File: src/rtl/yadmc_wb_arbiter.sv
// Round-robin WISHBONE arbiter sharing the yadmc slave port between nmasters
// bus masters. A grant is held for the whole wb cycle (cyc high), so
// multi-access cycles are never split. The slave side is driven
// combinationally from the registered grant.
module yadmc_wb_arbiter #(
  parameter int unsigned nmasters = 4,
  parameter int unsigned ptr_w    = 3
) (
  input  logic                     sys_clk,
  input  logic                     sys_rst,
  input  logic [32*nmasters-1:0]   m_adr_i,
  input  logic [32*nmasters-1:0]   m_dat_i,
  input  logic [4*nmasters-1:0]    m_sel_i,
  input  logic [nmasters-1:0]      m_we_i,
  input  logic [nmasters-1:0]      m_cyc_i,
  input  logic [nmasters-1:0]      m_stb_i,
  output logic [31:0]              m_dat_o,
  output logic [nmasters-1:0]      m_ack_o,
  output logic [31:0]              s_adr_o,
  output logic [31:0]              s_dat_o,
  output logic [3:0]               s_sel_o,
  output logic                     s_we_o,
  output logic                     s_cyc_o,
  output logic                     s_stb_o,
  input  logic [31:0]              s_dat_i,
  input  logic                     s_ack_i,
  output logic                     grant_valid,
  output logic [ptr_w-1:0]         grant_idx
);

  // Per-master vectors are padded out to the full pointer range so that any
  // ptr_w-bit index selects a defined (zero) bit.
  localparam int unsigned nslots = 32'd1 << ptr_w;

  typedef enum logic {
    IDLE  = 1'b0,
    OWNED = 1'b1
  } state_t;

  state_t             state;
  logic [ptr_w-1:0]   last_idx;
  logic [nslots-1:0]  cyc_ext;
  logic [nslots-1:0]  stb_ext;
  logic [nslots-1:0]  we_ext;
  logic [31:0]        adr_arr [nslots];
  logic [31:0]        dat_arr [nslots];
  logic [3:0]         sel_arr [nslots];
  logic [ptr_w-1:0]   drive_idx;
  logic [ptr_w-1:0]   scan_idx;
  logic [ptr_w-1:0]   cand_idx;
  logic               cand_found;
  logic               owner_cyc;

  assign cyc_ext = nslots'(m_cyc_i);
  assign stb_ext = nslots'(m_stb_i);
  assign we_ext  = nslots'(m_we_i);

  assign grant_valid = (state == OWNED);
  assign owner_cyc   = grant_valid & cyc_ext[grant_idx];

  // Unpack the flattened master buses into indexable per-master slices.
  always_comb begin
    for (int unsigned i = 0; i < nslots; i++) begin
      adr_arr[i] = '0;
      dat_arr[i] = '0;
      sel_arr[i] = '0;
    end
    for (int unsigned i = 0; i < nmasters; i++) begin
      adr_arr[i] = m_adr_i[32*i +: 32];
      dat_arr[i] = m_dat_i[32*i +: 32];
      sel_arr[i] = m_sel_i[4*i +: 4];
    end
  end

  // Round-robin scan starting after last_idx; the previous owner is checked last.
  always_comb begin
    cand_found = 1'b0;
    cand_idx   = '0;
    scan_idx   = '0;
    for (int unsigned k = 1; k <= nmasters; k++) begin
      scan_idx = ptr_w'((32'(last_idx) + k) % nmasters);
      if (!cand_found && cyc_ext[scan_idx]) begin
        cand_found = 1'b1;
        cand_idx   = scan_idx;
      end
    end
  end

  // Grant state: re-arbitrate whenever nobody holds an active cycle.
  always_ff @(posedge sys_clk) begin
    if (sys_rst) begin
      state     <= IDLE;
      grant_idx <= '0;
      last_idx  <= ptr_w'(nmasters - 1);
    end else if (!owner_cyc) begin
      if (cand_found) begin
        state     <= OWNED;
        grant_idx <= cand_idx;
        last_idx  <= cand_idx;
      end else begin
        state     <= IDLE;
      end
    end
  end

  // Slave drive: owner's slice, or master 0's slice while idle.
  always_comb begin
    drive_idx = grant_valid ? grant_idx : '0;
    s_adr_o   = adr_arr[drive_idx];
    s_dat_o   = dat_arr[drive_idx];
    s_sel_o   = sel_arr[drive_idx];
    s_cyc_o   = owner_cyc;
    s_stb_o   = owner_cyc & stb_ext[grant_idx];
    s_we_o    = owner_cyc & we_ext[grant_idx];
  end

  // Ack routing: only the owner's active strobe sees the slave ack; a reset
  // cycle suppresses it so an aborted transfer never completes.
  always_comb begin
    m_ack_o = '0;
    m_dat_o = s_dat_i;
    for (int unsigned i = 0; i < nmasters; i++) begin
      m_ack_o[i] = s_ack_i & s_stb_o & ~sys_rst & (grant_idx == ptr_w'(i));
    end
  end

endmodule

File: config.mk
export PLATFORM = sky130hd
export DESIGN_NAME = yadmc_wb_arbiter
export DESIGN_NICKNAME = d
export VERILOG_FILES = /design/src/rtl/yadmc_wb_arbiter.sv
export SDC_FILE = /design/constraint.sdc
export NUM_CORES = 1
export LEC_CHECK = 0
export CAP_MARGIN = 5
export CORE_AREA = 2 2 168 170
export CTS_CLUSTER_DIAMETER = 40
export CTS_CLUSTER_SIZE = 12
export DETAILED_ROUTE_END_ITERATION = 16
export DIE_AREA = 0 0 170 172
export PLACE_DENSITY_LB_ADDON = 0.2
export SLEW_MARGIN = 10
export SYNTH_ARGS = -nofsm -noshare
export SYNTH_HDL_FRONTEND = slang
export SYNTH_SLANG_ARGS = --single-unit
File: constraint.sdc
create_clock -name sys_clk -period 2 [get_ports sys_clk]
set_input_delay 0.2 -clock sys_clk [delete_from_list [all_inputs] [get_ports sys_clk]]
set_output_delay 0.2 -clock sys_clk [all_outputs]
set_load 0.01 [all_outputs]
==> results of run 1 <==
==> synthesized netlist by cell type <==
cell type and instances:
nand2b_1 2, mux2_4 2, a22o_4 1, and2_1 3
a21oi_1 4, dfxtp_1 5, nand2_1 141, a41oi_1 1
clkbuf_1 31, buf_6 1, nand3b_1 2, a311oi_1 1
nor2b_1 70, buf_4 33, a2111o_1 1, a31oi_1 68
nor2_1 10, o21ai_0 2, a22o_1 1, nand3_1 1
buf_2 12, a211oi_1 70, buf_1 1, inv_1 2
mux4_2 2, nor3_1 1, conb_1 1, nor4_1 1
==> stage by stage <==
stage / TNS, ns / hold WS [ns] / power [mW] / instances / cell area [µm²]
floorplan: 0 / 0.269 / 0.981 / 470 / 2730
global placement: -0.185 / 0.400 / 2.33 / 1152 / 6920
detailed placement: -0.0780 / 0.400 / 2.31 / 1152 / 6920
CTS: -0.0290 / 0.400 / 2.56 / 1159 / 7030
global route: -0.107 / 0.400 / 2.72 / 1159 / 7060
finish: 0 / 0.400 / 2.53 / 1159 / 7060
==> critical path, delay by kind of cell, from the launching register on <==
| kind | cells | cell delay, ns |
|---|---|---|
| buf+inv | 2 | 0.43 |
| flops | 1 | 0.39 |
| mux | 1 | 0.53 |
| simple gates | 1 | 0.17 |
==> registers in the layout, indices dropped and copies added, names as in the netlist <==
signal and cells:
grant_valid 1, last_idx 2, grant_idx 2
==> power by group through the flow <==
stage,clock (mW),combinational [mW],sequential [mW]
global route,0.348,2.24,0.138
floorplan,0,0.849,0.132
global placement,0,2.19,0.134
detailed placement,0,2.18,0.134
CTS,0.338,2.08,0.135
finish,0.332,2.06,0.135
==> what timing repair did <==
| action | in CTS | in global routing |
|---|---|---|
| gates resized for setup | 86 | 14 |
| pin swaps | 0 | 1 |
| setup endpoints to repair | 75 | 17 |
| setup buffers | 1 | 0 |
| cloned | 2 | 0 |
| hold buffers | 0 | 0 |
==> layer usage <==
metal  share of wire  wire length, µm
met4           0.019              349
met2            0.51             9220
met3           0.090             1620
met1            0.38             6860
met5               0                0
==> cell type report <==
class,count,area (µm²),share of cell area
clock buffer,4,78.8,0.0112
inverter,2,7.51,0.00106
multi-input combinational,385,2260,0.320
sequential,5,106,0.0151
tap,346,433,0.0613
timing repair buffer,417,4180,0.592
==> worst max path at each step <==
stage            startpoint          end  slack (ns)  cells past startpoint
2_1_floorplan  grant_idx[0]  s_dat_o[12]        0.28                      5
3_3_place_gp    m_dat_i[68]   s_dat_o[4]       -0.13                      6
3_5_place_dp    m_dat_i[68]   s_dat_o[4]       -0.06                      6
4_1_cts        grant_idx[0]       s_we_o       -0.03                      4
5_1_grt        grant_idx[0]   s_dat_o[8]       -0.03                      6
6_report       grant_idx[0]      s_stb_o        0.05                      4
==> cells by family (layout without fill, tap and decap cells) <==
logic type,Yosys count,in the layout,share of synthesized area
other cells,1,1,0.00137
simple gates,231,231,0.391
flops,5,5,0.0367
mux,4,4,0.0275
buf+inv,80,423,0.164
compound gates,149,149,0.380
==> out/metrics.cfg, run 1 <==
[power_and_ir_drop]
power_density_nw_per_um2 = 358
p_int_mw = 1.57
p_seq_frac = 0.054
p_switching_mw = 0.961
power.share.switching = 0.380
irDropWorstVdd_v = 0.000212
comb_power_share = 0.815
clockPowerShare = 0.131
p_leak_nw = 2.70

[critical_path]
r2r_cells = 7
crit_chain = buf_12, mux4_2, and2_1, dlygate4sd2_1
r2r_start = grant_idx[0]
cp.required_ns = 1.80
r2r_setup_slack_ns = 0.21
arrival_ns = 1.75
critPathSlowestCell = mux4_2
crit_fanout = 9
max_stage_delay_ns = 0.53
timing.rr.end = grant_idx[1]
startpoint_type = flip-flop
worstSetupEndpointType = output pin
worst-setup-path-type = reg2out

[detailed_routing]
drtAntennaViolNets = 0
drt-total-wl_um = 18000
drc = 0
dr_total_vias = 4677
drtIter0Drc = 140
dr.pass1.iters = 4
drt-wirelength-per-cell_um = 15.6
vias_per_cell = 4.04

[timing]
setup_viol = 0
hold_violations = 0
max_clock_freq_mhz = 513
rsz0062_at_grt = yes
fin_crit_sh = 0.975
layout_min_cycle_time_ns = 1.95
finalMaxSlewViolations = 0
worst_slack_ns = 0.0503
skew_ns = 0.00409

[placement]
portBuffers = 364
place_ws_ns = -0.0563
gp_congestion = 0.744
dp_hpwl_um = 14600

[clock_tree]
cts.clk_slew.worst_paths_ns = 0.03
clock_sinks = 5
cts_buffer_depth = 2
cts_buffers = 3
insertion_delay_ns = 0.23
cts_root_buf = clkbuf_16
cts_htree_levels = 1
cts_tree = yes

[min_path]
min_path_cells = 0
min_from = s_dat_i[10]
whs_endpoint = m_dat_o[10]
hp-class = in2out

[global_routing]
grt.met2_usage = 0.213
grt_max_degree = 48
overflow = 0
grt_pass1_wl_um = 25300
grt_usage = 0.110
use_met3 = 0.0254
busiest_layer = met2
antenna_found_initial = 0
grt_pass1_vias = 4689
grt_use_met1 = 0.121

[logic_synthesis]
synth_fp_nets = 789
syn_avg_cell_area_um2 = 5.81
ys_seq_elements = 5
yosysUniqueCellTypes = 28
yosysSeqAreaShare = 0.0367
synth_area_leader_cell = nand2_1
yosys_warnings = 0
netlist_area_um2 = 2730
synth_top_area_frac = 0.194
syn-instance-count = 470
yosys-top-cells-area = nand2_1, a211oi_1, nor2b_1

[status]
status = complete, no violations

[die]
num_rows = 61
die_x_um = 170
io-pin-count = 430
fp.dieH_um = 172
initial_core_util = 0.0993
core_um2 = 27500
die-area_um2 = 29200

[finish]
fillCellCount = 3062
layout_commonest_cell = clkdlybuf4s50_1
layout_common_cells = clkdlybuf4s50_1, nand2_1, nor2b_1
final_nets = 1133
drive_gt1_frac = 0.0959
area_growth_pct = 159
fin_util = 0.257
n_antenna_cell = 0

[job]
max-cap-violations = 0

Power figures use the tool's default switching activity.
==> run 2, diff against run 1 <==
- SLEW_MARGIN: 10 -> 20
- clock period: 2 -> 1.9 ns (I/O delays scaled with it)
==> out/metrics.cfg, run 2 (synthesis results as in run 1) <==
[detailed_routing]
drtIter0Drc = 146  ; was 140
drtAntennaViolNets = 0  ; unchanged
drt-wirelength-per-cell_um = 16.4  ; was 15.6 µm
vias_per_cell = 4.10  ; was 4.04
dr.pass1.iters = 4  ; unchanged
drt-total-wl_um = 19300  ; was 18,000 µm
drc = 0  ; unchanged
dr_total_vias = 4830  ; was 4,677

[critical_path]
worst-setup-path-type = reg2out  ; unchanged
crit_top_cell = buf_6
critPathSlowestCell = mux4_2  ; unchanged
worst-path-buf-inv = 4  ; was 2
crit_fanout = 7  ; was 9
cp.required_ns = 1.71  ; was 1.80 ns
cp.depth = 6  ; was 4
arrival_ns = 1.76  ; was 1.75 ns
worstSetupEndpointType = output pin  ; unchanged
crit_chain = buf_12, buf_6, mux4_2, buf_6, and2_4, buf_6  ; was buf_12, mux4_2, and2_1, dlygate4sd2_1
r2r_cells = 6  ; was 7
max_stage_delay_ns = 0.51  ; was 0.53 ns
startpoint_type = flip-flop  ; unchanged
cpLargestDelayFamily = multiplexers  ; unchanged

[global_routing]
overflow = 0  ; unchanged
grt_max_degree = 40  ; was 48
use_met3 = 0.0272  ; was 0.0254
grt_pass1_wl_um = 26700  ; was 25,300 µm
antenna_found_initial = 0  ; unchanged
grt_usage = 0.119  ; was 0.110
grt_use_met1 = 0.125  ; was 0.121
grt_pass1_vias = 4767  ; was 4,689
busiest_layer = met2  ; unchanged
grt.met2_usage = 0.234  ; was 0.213

[clock_tree]
cts.clk_slew.worst_paths_ns = 0.03  ; about the same
cts_buffer_depth = 2  ; unchanged
clock_sinks = 5  ; unchanged
cts_tree = yes  ; unchanged
cts_htree_levels = 1  ; unchanged
cts_buffers = 3  ; unchanged
insertion_delay_ns = 0.23  ; about the same
cts_root_buf = clkbuf_16  ; unchanged

[die]
die-area_um2 = 29200  ; unchanged
io-pin-count = 430  ; unchanged
initial_core_util = 0.0993  ; unchanged
die_x_um = 170  ; unchanged
fp.dieH_um = 172  ; unchanged
num_rows = 61  ; unchanged
core_um2 = 27500  ; unchanged

[power_and_ir_drop]
p_total_mw = 2.90  ; was 2.53 mW
power_density_nw_per_um2 = 392  ; was 358 nW/µm²
comb_power_share = 0.829  ; was 0.815
clockPowerShare = 0.120  ; was 0.131
power.share.switching = 0.389  ; was 0.380
p_int_mw = 1.77  ; was 1.57 mW
p_leak_nw = 2.82  ; was 2.70 nW
p_switching_mw = 1.13  ; was 0.961 mW
irDropWorstVdd_v = 0.000165  ; was 0.000212 V
p_seq_frac = 0.051  ; was 0.054

[timing]
finalMaxSlewViolations = 0  ; unchanged
skew_ns = 0.000955  ; was 0.00409 ns
fin_crit_sh = 1.03
setup_viol = 3  ; was 0
layout_min_cycle_time_ns = 1.95
rsz0062_at_grt = yes  ; unchanged
hold_violations = 0  ; unchanged
holdWs_ns = 0.380  ; was 0.400 ns
worst_slack_ns = -0.0513  ; was 0.0503 ns
max_clock_freq_mhz = 512

[min_path]
hp-class = in2out  ; unchanged
min_path_cells = 0  ; unchanged

[job]
max-cap-violations = 0  ; unchanged

[placement]
gp_congestion = 0.767  ; was 0.744
dp_hpwl_um = 14700  ; was 14,600 µm
dpl-instance-area_um2 = 6910  ; was 6920 µm²
portBuffers = 364  ; unchanged

[finish]
n_antenna_cell = 0  ; unchanged
final_cell_area_um2 = 7400  ; was 7060 µm²
drive_gt1_frac = 0.229  ; was 0.0959
fillCellCount = 3070  ; was 3,062
layout_commonest_cell = clkdlybuf4s50_1  ; unchanged
layout_common_cells = clkdlybuf4s50_1, nand2_1, nor2b_1  ; unchanged
area_growth_pct = 171  ; was 159%
final_nets = 1151  ; was 1,133
fin_util = 0.269  ; was 0.257

[status]
status = finished with violations  ; was complete, no violations
violations = negative setup slack

run 2: changes by cell type in the layout (fill, tap and decap cells not counted), moves of 3 or more:
cell             change
clkbuf_2            +11
nor2b_1              -5
bufbuf_16            +3
dlygate4sd2_1       -56
a211oi_4             +5
buf_2               +37
a211oi_2            +28
a211oi_1            -33
buf_6                +7
clkdlybuf4s15_1      +4
buf_4               +10
nor2b_4              +3
run 2: routing by layer:
layer,vias up,routed length [µm]
met5,-,0
met4,0,380
met3,26,1710
met2,246,9990
met1,2186,7210
li1,2372,-
run 2: worst paths after layout:
check / slack (ns) / start / to
max reg2reg: 0.08 / grant_idx[1] / grant_idx[1]
min: 0.38 / s_dat_i[12] / m_dat_o[12]
min reg2reg: 0.56 / last_idx[1] / last_idx[1]
max: -0.05 / grant_idx[0] / s_stb_o
run 2: layout make-up:
class / count / area [µm²] / share of cell area
timing repair buffer: 435 / 4240 / 0.573
multi-input combinational: 385 / 2530 / 0.342
tap: 346 / 433 / 0.0585
sequential: 5 / 109 / 0.0147
clock buffer: 4 / 78.8 / 0.0107
inverter: 2 / 7.51 / 0.00101
run 2: metrics by stage:
stage / cells / worst slack [ns] / setup TNS [ns]
2_1_floorplan: 470 / 0.190 / 0
3_3_place_gp: 1151 / -0.115 / -0.682
3_5_place_dp: 1151 / -0.101 / -0.745
4_1_cts: 1169 / -0.190 / -0.891
5_1_grt: 1177 / -0.114 / -0.488
6_report: 1177 / -0.0513 / -0.128
run 2: power by group through the flow:
stage,registers [mW],clock network (mW),logic (mW)
floorplan,0.139,0,0.894
CTS,0.150,0.353,2.37
global route,0.151,0.364,2.60
detailed placement,0.142,0,2.29
global placement,0.142,0,2.31
finish,0.148,0.349,2.41
run 2: repair_timing:
action	CTS	global route
gates resized for setup	235	81
cloned	5	0
hold buffers	0	0
pin swaps	8	9
setup buffers	9	8
setup endpoints to repair	75	57
